`src/rtl/fifo_defs.sv`:
```
// Shared FIFO sizing constants for the RAM-backed byte FIFO and its storage array.
package fifo_defs;
   localparam int DEF_DATA_W   = 8;
   localparam int DEF_ADDR_W   = 8;
   localparam int DEPTH        = 1 << DEF_ADDR_W;
   localparam int DEF_CNT_W    = DEF_ADDR_W + 1;
   localparam int DEF_AF_LEVEL = 240;
   localparam int DEF_AE_LEVEL = 16;
endpackage

```
`src/rtl/DualPortRAM.sv`:
```
// Simple dual-port RAM: one write port, one registered read port, read-first on address collision.
module DualPortRAM
   import fifo_defs::*;
#(
   parameter int DATA_W = DEF_DATA_W,
   parameter int ADDR_W = DEF_ADDR_W
) (
   input  logic              clk,
   input  logic              we,
   input  logic [ADDR_W-1:0] writeAddr,
   input  logic [DATA_W-1:0] dataIn,
   input  logic              en,
   input  logic [ADDR_W-1:0] readAddr,
   output logic [DATA_W-1:0] dataOut
);

   logic [DATA_W-1:0] mem [2**ADDR_W];

   // Both ports sit in one process so a same-address read sees the pre-write byte.
   always_ff @(posedge clk) begin
      if (we) mem[writeAddr] <= dataIn;
      if (en) dataOut <= mem[readAddr];
   end

endmodule

```
`src/rtl/ram_fifo_ctrl.sv`:
```
// Synchronous byte FIFO controller: pointers, occupancy, flags and enables around a 256x8 RAM.
module ram_fifo_ctrl
   import fifo_defs::*;
#(
   parameter int DATA_W   = DEF_DATA_W,
   parameter int ADDR_W   = DEF_ADDR_W,
   parameter int AF_LEVEL = DEF_AF_LEVEL,
   parameter int AE_LEVEL = DEF_AE_LEVEL
) (
   input  logic              clk,
   input  logic              reset,
   input  logic              flush,
   input  logic              wrEn,
   input  logic [DATA_W-1:0] wrData,
   input  logic              rdEn,
   output logic [DATA_W-1:0] rdData,
   output logic              rdValid,
   output logic              full,
   output logic              empty,
   output logic              almostFull,
   output logic              almostEmpty,
   output logic [ADDR_W:0]   count,
   output logic              overflow,
   output logic              underflow
);

   localparam int CNT_W = ADDR_W + 1;
   localparam logic [CNT_W-1:0] FULL_CNT = CNT_W'(1 << ADDR_W);
   localparam logic [CNT_W-1:0] AF_CNT   = CNT_W'(AF_LEVEL);
   localparam logic [CNT_W-1:0] AE_CNT   = CNT_W'(AE_LEVEL);

   logic [ADDR_W-1:0] wr_ptr, rd_ptr;
   logic [CNT_W-1:0]  count_nxt;
   logic              clr, push_ok, pop_ok;

   assign clr     = reset | flush;
   assign pop_ok  = rdEn & ~empty;
   assign push_ok = wrEn & (~full | pop_ok);

   always_comb begin
      count_nxt = count;
      case ({push_ok, pop_ok})
         2'b10:   count_nxt = count + 1'b1;
         2'b01:   count_nxt = count - 1'b1;
         default: count_nxt = count;
      endcase
   end

   // Flags come from count_nxt so they are registered yet never a cycle stale.
   always_ff @(posedge clk) begin
      if (clr) begin
         wr_ptr      <= '0;
         rd_ptr      <= '0;
         count       <= '0;
         empty       <= 1'b1;
         almostEmpty <= 1'b1;
         full        <= 1'b0;
         almostFull  <= 1'b0;
         rdValid     <= 1'b0;
         overflow    <= 1'b0;
         underflow   <= 1'b0;
      end else begin
         if (push_ok) wr_ptr <= wr_ptr + 1'b1;
         if (pop_ok)  rd_ptr <= rd_ptr + 1'b1;
         count       <= count_nxt;
         empty       <= (count_nxt == '0);
         almostEmpty <= (count_nxt <= AE_CNT);
         full        <= (count_nxt == FULL_CNT);
         almostFull  <= (count_nxt >= AF_CNT);
         rdValid     <= pop_ok;
         if (wrEn & ~push_ok) overflow  <= 1'b1;
         if (rdEn & ~pop_ok)  underflow <= 1'b1;
      end
   end

   // Reset/flush abort any in-flight access, so RAM strobes are masked while clearing.
   DualPortRAM #(
      .DATA_W (DATA_W),
      .ADDR_W (ADDR_W)
   ) u_ram (
      .clk       (clk),
      .we        (push_ok & ~clr),
      .writeAddr (wr_ptr),
      .dataIn    (wrData),
      .en        (pop_ok & ~clr),
      .readAddr  (rd_ptr),
      .dataOut   (rdData)
   );

endmodule

```
`config.mk`:
```
export PLATFORM = sky130hd
export DESIGN_NAME = ram_fifo_ctrl
export DESIGN_NICKNAME = d
export VERILOG_FILES = /design/src/rtl/fifo_defs.sv /design/src/rtl/DualPortRAM.sv /design/src/rtl/ram_fifo_ctrl.sv
export SDC_FILE = /design/constraint.sdc
export NUM_CORES = 2
export LEC_CHECK = 0
export CAP_MARGIN = 20
export CELL_PAD_IN_SITES_DETAIL_PLACEMENT = 1
export CELL_PAD_IN_SITES_GLOBAL_PLACEMENT = 2
export CORE_MARGIN = 5
export CORE_UTILIZATION = 30
export DETAILED_ROUTE_END_ITERATION = 8
export GPL_ROUTABILITY_DRIVEN = 0
export GPL_TIMING_DRIVEN = 0
export PLACE_DENSITY_LB_ADDON = 0.1
export SLEW_MARGIN = 20
export SYNTH_ARGS = -nofsm -noshare
export SYNTH_HDL_FRONTEND = slang
export SYNTH_HIERARCHICAL = 1
export SYNTH_SLANG_ARGS = --single-unit
```
`constraint.sdc`:
```
create_clock -name clk -period 3.3 [get_ports clk]
set_input_delay 0.66 -clock clk [delete_from_list [all_inputs] [get_ports clk]]
set_output_delay 0.66 -clock clk [all_outputs]
set_load 0.05 [all_outputs]
```
======== Word-level counts from Yosys, hierarchy flattened ========
Memories as Yosys holds them, arrays and structs flattened. A register that Yosys moved wholly into a read port is not among the register bits.
Cells that the tools add are included.
word-level totals
  register bits after elaboration ......... 32
  RAM bits ................................ 2048
  logic and storage cells ................. 37
  memories ................................ 1
memory list
  memory     words  width  read ports  clocked after Yosys merged registers in  wr ports  RTL line           RTL
  u_ram.mem  256    8      1           1                                        1         DualPortRAM.sv:17  logic [DATA_W-1:0] mem [2**ADDR_W];
cells by class
  add/sub/neg operators ................... 4
  $lt $le $gt $ge ......................... 2
  equality and inequality tests ........... 3
  muxes and demuxes ....................... 3
  bitwise operators ....................... 13
  reduce and logical (&&, ||, !) cells .... 1
operator list
  kind                   number
  $pmux W9 S2            1
  $add A8 B1 Y8 const B  2
  $add A9 B1 Y9 const B  1
  $eq A9 B9 Y1 const B   1
  $ge A9 B8 Y1 const B   1
  $le A9 B5 Y1 const B   1
  $logic_not A9 Y1       1
  $sub A9 B1 Y9 const B  1
  $and A1 B1 Y1          6
  $not A1 Y1             5
  $eq A2 B1 Y1 const B   1
  $eq A2 B2 Y1 const B   1
  $mux W1                2
  $or A1 B1 Y1           2

======== Logic depth before layout (Yosys ltp) ========
  depth in word-level cells ............... 7
  depth in mapped cells ................... 17

======== Cells and area by module ========
The synthesis kept the hierarchy.
modules (own cells, without submodules)
  module         instances  cells each  area each (um^2)  seq. area each (um^2)
  DualPortRAM    1          3733        79636.4           61739.2
  ram_fifo_ctrl  1          221         1804.2            640.6

======== Worst setup path after synthesis ========
OpenSTA, ideal clock, no wires.
  kind .................................... reg-to-reg
  from .................................... register empty
  to ...................................... register almostFull
  setup time .............................. 0.067 ns
  arrival time ............................ 3.608 ns
  data required time ...................... 3.233 ns
  path slack .............................. -0.375 ns
  cell stages (with the launch flop) ...... 17
  path buffers ............................ 3
  period minus slack after synthesis ...... 3.675 ns
  cells stage by stage .................... dfxtp_1 -> nand2b_1 -> nand2_1 -> and2_1 -> clkbuf_1 -> inv_1 -> ha_1 -> buf_4 -> buf_4 -> xor2_1 -> ha_1 -> a21oi_1 -> or3b_1 -> a211oi_1 -> xnor2_1 -> or4_4 -> o21ai_2
between the ends
  cells in the longest elaborated chain, start to end .. 7
  elaborated cells on any way between the ends .. 8
  those cells by class .................... 1 x order compare; 2 x eq/ne; 1 x mux; 4 x bitwise
RTL lines
  element                                              RTL line             RTL
  start: declaration                                   ram_fifo_ctrl.sv:19  output logic empty,
  start signal: assignment                             ram_fifo_ctrl.sv:66  empty <= (count_nxt == '0);
  $not A1 Y1 *                                         ram_fifo_ctrl.sv:37  assign pop_ok = rdEn & ~empty;
  $and A1 B1 Y1 *                                      ram_fifo_ctrl.sv:37
  $or A1 B1 Y1                                         ram_fifo_ctrl.sv:38  assign push_ok = wrEn & (~full | pop_ok);
  $and A1 B1 Y1                                        ram_fifo_ctrl.sv:38
  $eq A2 B1 Y1 / $eq A2 B2 Y1 (equally long branches)  ram_fifo_ctrl.sv:42  case ({push_ok, pop_ok})
  $pmux W9 S2 *                                        ram_fifo_ctrl.sv:42
  $ge A9 B8 Y1 *                                       ram_fifo_ctrl.sv:69  almostFull <= (count_nxt >= AF_CNT);
  end signal: assignment                               ram_fifo_ctrl.sv:69
  end: declaration                                     ram_fifo_ctrl.sv:20  output logic almostFull,
Mark *: on every way between the ends. The rest lies on a longest branch, timed or not.
A chain may end at the register's enable or synchronous reset.

======== Worst setup path in the final report ========
  from .................................... register wr_ptr[4]
  to ...................................... memory u_ram/mem[246][4] (netlist name), enable pin
RTL lines
  element                   RTL line             RTL
  start: declaration        ram_fifo_ctrl.sv:32  logic [ADDR_W-1:0] wr_ptr, rd_ptr;
  start signal: assignment  ram_fifo_ctrl.sv:63  if (push_ok) wr_ptr <= wr_ptr + 1'b1;
  end: declaration          DualPortRAM.sv:17
Straight into the memory's write port.

==> results.json <==
{
  "ys_ff_latch": 2088,
  "slew_headroom": 0.180,
  "placed_area_sq_um": 87600,
  "setup_viol": 143,
  "whs_path_depth": 1,
  "finalHoldViolCount": 0,
  "arrival_ps": 4140,
  "die_area_sq_um": 282000,
  "netlist_instances": 3954,
  "clk-insertion-delay-late_ps": 900,
  "routedWlPerCell_um": 38.2,
  "ys_async_sr_fraction": 0,
  "fin_ws_ps": -329,
  "rsz0062_at_grt": "yes",
  "yosys.area_share.simple": 0.0318,
  "yosysWarnings": 6,
  "drive_gt1_frac": 0.361,
  "drt_iter0_markers": 4509,
  "p_leak_nw": 29.7,
  "hp-class": "in2reg",
  "totalPowerFinal_mw": 55.4,
  "fp.dieW_um": 531,
  "synth_top_cell_area_share": 0.758,
  "drtPass1Iterations": 5,
  "synthTopCellsByArea": "edfxtp_1, mux4_2, mux2i_1",
  "coreArea_sq_um": 271000,
  "grt_first_pass_wirelength_um": 414000,
  "row_count": 191,
  "syn_avg_cell_area_sq_um": 20.6,
  "path_class": "reg2reg",
  "route.detailed.drc": 0,
  "yosysTopAreaCell": "edfxtp_1",
  "hold_buffers": 0,
  "worst_setup_path_end_kind": "register",
  "nets": 4438,
  "yosys-top-cells-count": "edfxtp_1, mux4_2, nor2_1",
  "synth.distinct_cells": 73,
  "netlist_area_sq_um": 81400,
  "finClkSkew_ps": 69.2,
  "ir_worst_vdd_mv": 0.428,
  "track_usage": 0.218,
  "synth_mux_area_frac": 0.143,
  "p_per_area_nw_per_um2": 552,
  "crit_fanout": 10,
  "cts_buffers": 238,
  "hpwl_um": 210000,
  "outcome": "complete, but fails checks",
  "grt_max_degree": 105,
  "worst_pin_slew_ps": 1230,
  "drv_slew": 0,
  "ys.flop_type": "edfxtp_1",
  "violations": "setup timing",
  "area_growth_pct": 23.3,
  "synthAdderAreaFrac": 0.000768,
  "synth_compound_area_frac": 0.0370,
  "synth_top_family_by_area": "multiplexers",
  "cp-start-kind": "register",
  "grt-ovfl-total": 0,
  "fmaxAchievable_mhz": 276,
  "ys_seq_area_frac": 0.766,
  "path_clk_slew_ps": 60,
  "floorplan.initialDensity": 0.301,
  "cts_root_buf": "clkbuf_16",
  "htree_levels": 4,
  "via_per_inst": 5.31,
  "maxCapViolCount": 0,
  "design_area_sq_um": 100000,
  "portBuffers": 36,
  "period_share": 1.10,
  "cts_sinks": 2088,
  "synth-edff-count": 2056,
  "syn_nets": 3972,
  "antenna_found_initial": 20,
  "clk_path_buf_depth": 4,
  "vias": 43400,
  "fin_crit_ps": 3630,
  "grt_pass1_vias": 44600,
  "io_pins": 37,
  "cp.required_ps": 3810,
  "die_y_um": 531,
  "r2r_cells": 3,
  "synth.most_common_cell": "edfxtp_1",
  "synthXorXnorAreaFrac": 0.00204,
  "cts_tree": "built",
  "wirelength_um": 312000,
  "drtAntennaViolNets": 0
}
## kinds of logic (layout without fill, tap and decap cells)
group,Yosys count,in the layout
compound gates,429,429
xor+xnor,19,19
fa+ha+maj,5,5
buf+inv,252,903
flops,2088,2088
mux,596,596
other cells,0,2
simple gates,565,565
## cell usage in the layout, fill, tap and decap left out, drive strengths merged, types with 18 or more instances in the layout
cell and instances:
a211oi 18, a21oi 111, a22oi 133, buf 329, clkbuf 423, clkdlybuf4s50 28
clkinv 99, dfxtp 32, edfxtp 2056, mux2i 139, mux4 456, nand2 50
nand3 45, nor2 316, nor2b 36, nor3 24, nor4 27, o21ai 22
o221ai 48, o22ai 30
## worst max-delay path: stages, from the launching register on
cell	delay, ps
dfxtp_1	690
nand4_1	810
clkbuf_1	700
nor2_1	990
## timing repair
action,CTS,global route
cloned,1,4
buffers inserted,86,63
pin swaps,65,68
endpoints found under the hold margin,0,0
endpoints found under the setup margin,2058,720
gates resized for setup,834,133
## stage by stage
| step | hold WS, ps | util | setup TNS, ps | cells | setup slack, ps |
|---|---|---|---|---|---|
| 2_1_floorplan | 462 | - | 0 | 3954 | 25.6 |
| 3_3_place_gp | 466 | 0.319 | - | 7560 | -7960 |
| 3_5_place_dp | 483 | 0.324 | -3993260 | 7605 | -2570 |
| 4_1_cts | 204 | 0.366 | -16210 | 8111 | -262 |
| 5_1_grt | 213 | 0.371 | -22610 | 8176 | -284 |
| 6_report | 239 | 0.371 | -21220 | 8177 | -329 |
## final timing paths
path              startpoint                 to  slack [ps]
setup reg to reg   wr_ptr[4]  u_ram/mem[246][4]        -330
setup / recovery   wr_ptr[4]  u_ram/mem[246][4]        -330
hold / removal     wrData[0]  u_ram/mem[128][0]         240
hold reg to reg    underflow          underflow         490
## sequential cells by signal, summed over array words and instances (netlist names), 8 cells and up
signal and flops:
u_ram/mem 2048, count 9, rd_ptr 8, u_ram/dataOut 8, wr_ptr 8
## routing by layer
layer | vias to the layer above | track usage | wire (um)
li1 | 17500 | - | -
met1 | 24300 | 0.308 | 139000
met2 | 1215 | 0.356 | 149000
met3 | 333 | 0.0324 | 15600
met4 | 2 | 0.0516 | 8730
met5 | - | 0 | 14
## layout make-up
cell class,instances,area (sq um)
flip-flops and latches,2088,62400
fillers,26000,170000
clock inverters,115,857
multi-input cells,1614,20500
repair buffers,233,3110
well taps,3570,4470
diodes,2,5.00
inverters,7,35.0
clock buffers,310,6280
plain buffers,238,2760
## where the power goes
part           switching [mW]  internal (mW)
logic                   0.919          0.435
registers             0.00809           29.1
clock network            10.8           14.1
total                    11.7           43.7
No activity file was read; power rests on OpenSTA's default activity.
